<file path="src/rtl/fetch_pkg.sv">
// Shared types and constants for the instruction-fetch slice.
package fetch_pkg;

  localparam logic [1:0] SIZE_NONE = 2'b00;
  localparam logic [1:0] SIZE_BYTE = 2'b01;
  localparam logic [1:0] SIZE_HALF = 2'b10;
  localparam logic [1:0] SIZE_WORD = 2'b11;

  localparam logic [31:0] INSN_EBREAK = 32'h0010_0073;
  localparam logic [31:0] NOP         = 32'h0000_0013;

  typedef struct packed {
    logic [31:0] pc;
    logic [31:0] inst;
  } fetch_entry_t;

endpackage

</file>
<file path="src/rtl/fetch_fifo.sv">
// Prefetch buffer of {pc, inst} entries with synchronous clear and occupancy count.
module fetch_fifo
  import fetch_pkg::*;
#(
  parameter int unsigned DEPTH = 2
) (
  input  logic                   clk,
  input  logic                   rst_n,
  input  logic                   clear,
  input  logic                   push,
  input  fetch_entry_t           push_entry,
  input  logic                   pop,
  output fetch_entry_t           head,
  output logic [$clog2(DEPTH):0] count,
  output logic                   empty,
  output logic                   full
);

  localparam int unsigned AW = $clog2(DEPTH);
  localparam int unsigned CW = AW + 1;

  fetch_entry_t   mem [DEPTH];
  logic [AW-1:0]  wr_ptr;
  logic [AW-1:0]  rd_ptr;
  logic [CW-1:0]  count_q;
  logic           do_pop;

  assign do_pop = pop && !empty;
  assign empty  = (count_q == '0);
  assign full   = (count_q == CW'(DEPTH));
  assign count  = count_q;
  assign head   = mem[rd_ptr];

  // Storage carries no reset; the pointers alone define what is valid.
  always_ff @(posedge clk) begin
    if (push) mem[wr_ptr] <= push_entry;
  end

  always_ff @(posedge clk) begin
    if (!rst_n || clear) begin
      wr_ptr  <= '0;
      rd_ptr  <= '0;
      count_q <= '0;
    end else begin
      if (push)   wr_ptr <= wr_ptr + AW'(1);
      if (do_pop) rd_ptr <= rd_ptr + AW'(1);
      case ({push, do_pop})
        2'b10:   count_q <= count_q + CW'(1);
        2'b01:   count_q <= count_q - CW'(1);
        default: count_q <= count_q;
      endcase
    end
  end

  always_ff @(posedge clk) begin
    if (rst_n && !clear) assert (!(push && full && !do_pop));
  end

endmodule

</file>
<file path="src/rtl/fetch_unit.sv">
// Instruction-fetch initiator: issues word reads, buffers responses, hands them to decode.
// Optional halt-on-ebreak behaviour is enabled by defining FETCH_HALT_ON_EBREAK_EN.
module fetch_unit
  import fetch_pkg::*;
#(
  parameter logic [31:0] RESET_PC   = 32'h0000_0000,
  parameter int unsigned FIFO_DEPTH = 2
) (
  input  logic        clk,
  input  logic        rst_n,
  output logic [31:0] bus_addr,
  output logic        bus_rw,
  output logic [1:0]  bus_size,
  input  logic [31:0] bus_data,
  input  logic        redirect_valid,
  input  logic [31:0] redirect_pc,
  output logic        inst_valid,
  input  logic        inst_ready,
  output logic [31:0] inst_data,
  output logic [31:0] inst_pc,
  output logic        halted
);

  localparam int unsigned CW = $clog2(FIFO_DEPTH) + 1;
  localparam int unsigned OW = CW + 1;

`ifdef FETCH_HALT_ON_EBREAK_EN
  typedef enum logic [1:0] {ST_RESET, ST_RUN, ST_HALT} state_t;
`else
  typedef enum logic [1:0] {ST_RESET, ST_RUN} state_t;
`endif

  state_t        state;
  logic [31:0]   pc;
  logic [31:0]   last_addr;
  logic [31:0]   req_pc;
  logic          epoch;
  logic          req_epoch;
  logic          inflight;
  logic          issue;
  logic          capture;
  logic          pop;
  logic [OW-1:0] occ;
  fetch_entry_t  head;
  logic [CW-1:0] count;
  logic          empty;
  logic          full;

  assign pop = !empty && inst_ready;
  // Space check counts the response already on the bus and credits a same-cycle pop.
  assign occ     = OW'(count) + OW'(inflight) - OW'(pop);
  assign issue   = (state == ST_RUN) && !redirect_valid && (occ < OW'(FIFO_DEPTH));
  assign capture = inflight && (req_epoch == epoch) && !redirect_valid && (state == ST_RUN);

  assign bus_size   = (issue || inflight) ? SIZE_WORD : SIZE_NONE;
  assign bus_addr   = issue ? pc : last_addr;
  assign bus_rw     = 1'b0;
  assign inst_valid = !empty;
  assign inst_data  = head.inst;
  assign inst_pc    = head.pc;

`ifdef FETCH_HALT_ON_EBREAK_EN
  logic halted_q;
  assign halted = halted_q;
`else
  assign halted = 1'b0;
`endif

  always_ff @(posedge clk) begin
    if (!rst_n) begin
      state     <= ST_RESET;
      pc        <= RESET_PC;
      last_addr <= RESET_PC;
      req_pc    <= RESET_PC;
      epoch     <= 1'b0;
      req_epoch <= 1'b0;
      inflight  <= 1'b0;
`ifdef FETCH_HALT_ON_EBREAK_EN
      halted_q  <= 1'b0;
`endif
    end else begin
      inflight <= issue;
      if (issue) begin
        pc        <= pc + 32'd4;
        last_addr <= pc;
        req_pc    <= pc;
        req_epoch <= epoch;
      end
      if (redirect_valid) begin
        epoch <= ~epoch;
        pc    <= {redirect_pc[31:2], 2'b00};
      end
      case (state)
        ST_RESET: state <= ST_RUN;
`ifdef FETCH_HALT_ON_EBREAK_EN
        ST_RUN: begin
          if (capture && (bus_data == INSN_EBREAK)) begin
            state    <= ST_HALT;
            halted_q <= 1'b1;
          end
        end
        ST_HALT: begin
          if (redirect_valid) begin
            state    <= ST_RUN;
            halted_q <= 1'b0;
          end
        end
`else
        ST_RUN: state <= ST_RUN;
`endif
        default: state <= ST_RESET;
      endcase
    end
  end

  fetch_fifo #(
    .DEPTH(FIFO_DEPTH)
  ) u_fifo (
    .clk       (clk),
    .rst_n     (rst_n),
    .clear     (redirect_valid),
    .push      (capture),
    .push_entry('{pc: req_pc, inst: bus_data}),
    .pop       (pop),
    .head      (head),
    .count     (count),
    .empty     (empty),
    .full      (full)
  );

endmodule

</file>
<file path="config.mk">
export PLATFORM = sky130hd
export DESIGN_NAME = fetch_unit
export DESIGN_NICKNAME = d
export VERILOG_FILES = /design/src/rtl/fetch_pkg.sv /design/src/rtl/fetch_fifo.sv /design/src/rtl/fetch_unit.sv
export SDC_FILE = /design/constraint.sdc
export NUM_CORES = 1
export LEC_CHECK = 0
export CORE_AREA = 8 8 138 140
export CTS_BUF_LIST = sky130_fd_sc_hd__clkbuf_8
export CTS_CLUSTER_SIZE = 14
export DETAILED_ROUTE_END_ITERATION = 8
export DIE_AREA = 0 0 146 148
export GPL_ROUTABILITY_DRIVEN = 0
export GPL_TIMING_DRIVEN = 0
export PLACE_DENSITY_LB_ADDON = 0.1
export SYNTH_ARGS = -nofsm -noshare
export SYNTH_HDL_FRONTEND = slang
export SYNTH_HIERARCHICAL = 1
export SYNTH_SLANG_ARGS = --single-unit
</file>
<file path="constraint.sdc">
create_clock -name clk -period 5.85 [get_ports clk]
set_input_delay 0.8775 -clock clk [delete_from_list [all_inputs] [get_ports clk]]
set_output_delay 0.8775 -clock clk [all_outputs]
set_load 0.02 [all_outputs]
</file>
==> flow_metrics.py <==
metrics = {
    "grt": {
        "grt_pass1_vias": 6881,
        "overflow": 0,
        "grt_pass1_wl_um": 35800,
        "grt_max_degree": 65,
        "grt.total_usage": 0.206,
        "antenna_found_initial": 0,
    },
    "placed_design": {
        "post-dp-hpwl_um": 15600,
        "pre_cts_slack_ps": -19.6,
        "dp.cells": 1148,
        "io_buffers": 164,
    },
    "detailed_routing": {
        "detail-route-antenna-nets": 0,
        "drt-pass1-iter-count": 5,
        "drtIter0Drc": 508,
        "via_per_inst": 5.44,
        "totalWireLength_um": 22200,
        "detail_route.wl_per_cell_um": 18.2,
        "route.detailed.drc": 0,
        "dr_total_vias": 6629,
    },
    "worst_setup_path": {
        "endpoint_kind": "output port",
        "cp.required_ps": 4970,
        "r2r.worst_path.cells": 11,
        "cpPeakStageDelay_ps": 650,
        "cp-start-kind": "input port",
        "cp_num_buf_inv": 5,
        "cp.arrival_ps": 4680,
        "cp_num_cells": 13,
        "cp_top_family": "buffers and inverters",
        "path_cells": "clkdlybuf4s50_1 > nor2b_1 > ha_1 > nand2b_1 > fa_1 > xnor2_1 > and3_1 > clkbuf_1 > clkbuf_2 > clkbuf_2 > nand2_1 > nand2_1 > clkdlybuf4s50_1",
        "critPathKind": "input port to output port",
        "cp_max_fo": 10,
        "crit_slowest_cell": "clkdlybuf4s50_1",
    },
    "sta": {
        "slew_headroom": 0.330,
        "max_freq_ghz": 0.180,
        "worst_slack_ps": 292,
        "rsz0062_at_grt": "no",
        "slew_violations": 0,
        "fin_skew_ps": 23.5,
        "setup_tns_ps": 0,
        "setup-violations-final": 0,
        "min_period_over_period": 0.950,
        "timing.final.crit_period_ps": 5560,
        "tightest_slew_ps": 996,
        "hold_violations": 0,
    },
    "power": {
        "power.leakage_nw": 4.33,
        "vdd_ir_drop_max_v": 0.000207,
        "total_power_mw": 3.37,
        "power.density_mw_per_mm2": 288,
    },
    "final_layout": {
        "syn_to_final_growth_pct": 31.3,
        "mostFrequentLayoutCells": "clkdlybuf4s50_1, nand2_1, edfxtp_1",
        "multi_input_area_mm2": 0.00287,
        "nets": 1035,
        "final_common_cell": "clkdlybuf4s50_1",
        "nFillCells": 1288,
        "final_cells": 1218,
        "diodes": 0,
        "regArea_mm2": 0.00587,
        "drive_above_1_share": 0.141,
    },
    "min_path": {
        "hold_path_class": "flip-flop to flip-flop",
        "worstHoldPathCells": 0,
    },
    "floorplan": {
        "die_x_um": 146,
        "dieHeight_um": 148,
        "dieArea_mm2": 0.0216,
        "start_util": 0.527,
        "io_pins": 169,
        "rows": 48,
        "core-area_mm2": 0.0169,
    },
    "outcome": {
        "outcome": "finished clean",
    },
    "logic_synthesis": {
        "synth_warnings": 6,
        "syn_avg_cell_area_um2": 11.9,
        "synth.cell_area_mm2": 0.00892,
        "postSynthCellCount": 752,
    },
    "clocking": {
        "htreeDepth": 2,
        "numCtsBuffers": 38,
        "clock_path_buffers": 3,
        "clk_pin_slew_worst_paths_ps": 60,
        "post-cts-setup-buffer-count": 0,
        "clkSinkCount": 229,
        "cts.root.buffer_cell": "clkbuf_8",
        "clk_latency_ps": 520,
        "cts_tree": "yes",
    },
    "job": {
        "drv_cap": 0,
    },
}
-- report_power, final --
part	switching, mW	internal, mW	leakage, nW
clock	0.607	0.813	0.451
combinational	0.110	0.0957	1.81
sequential	0.0250	1.72	2.07
-- metrics by stage --
| step | hold slack (ps) | instance area (um^2) | utilization |
|---|---|---|---|
| 2_1_floorplan | 425 | 8940 | - |
| 6_report | 449 | 11700 | 0.692 |
| 3_3_place_gp | 432 | 10900 | 0.642 |
| 4_1_cts | 453 | 11700 | 0.692 |
| 3_5_place_dp | 441 | 10900 | 0.645 |
| 5_1_grt | 461 | 11700 | 0.692 |
-- sequential cells by signal, indices dropped and copies added (netlist names), named ones only --
register       flops
epoch              1
inflight           1
last_addr         32
pc                30
req_epoch          1
req_pc            30
state              1
u_fifo/count       2
u_fifo/mem       128
u_fifo/rd_ptr      1
u_fifo/wr_ptr      1
-- area by class of cell --
cell class              instances  area share
flip-flops and latches        229       0.501
multi-input cells             475       0.245
repair buffers                166       0.144
clock buffers                  47      0.0552
well taps                     225      0.0240
plain buffers                  42      0.0157
clock inverters                23      0.0122
inverters                      11     0.00352
-- timing repair --
action                                  CTS  global route
pin swaps                                 0             0
endpoints found under the setup margin    6            24
gates resized for setup                   1             4
hold buffers                              0             0
-- final timing paths --
check,start,end,slack [ps]
worst max register to register,u_fifo/count[1],req_pc[8],2380
worst max-delay path,inst_ready,bus_addr[22],290
worst min-delay path,req_pc[15],u_fifo/mem[1][47],450
worst min register to register,req_pc[15],u_fifo/mem[1][47],450
-- routing by layer --
layer | up-vias | track usage | routed length, um
met1 | 3152 | 0.248 | 9340
met5 | - | 0 | 0
met2 | 287 | 0.350 | 10800
met4 | 0 | 0.0809 | 687
met3 | 55 | 0.0529 | 1440
li1 | 3135 | - | -
(Power assumes the default switching activity.)
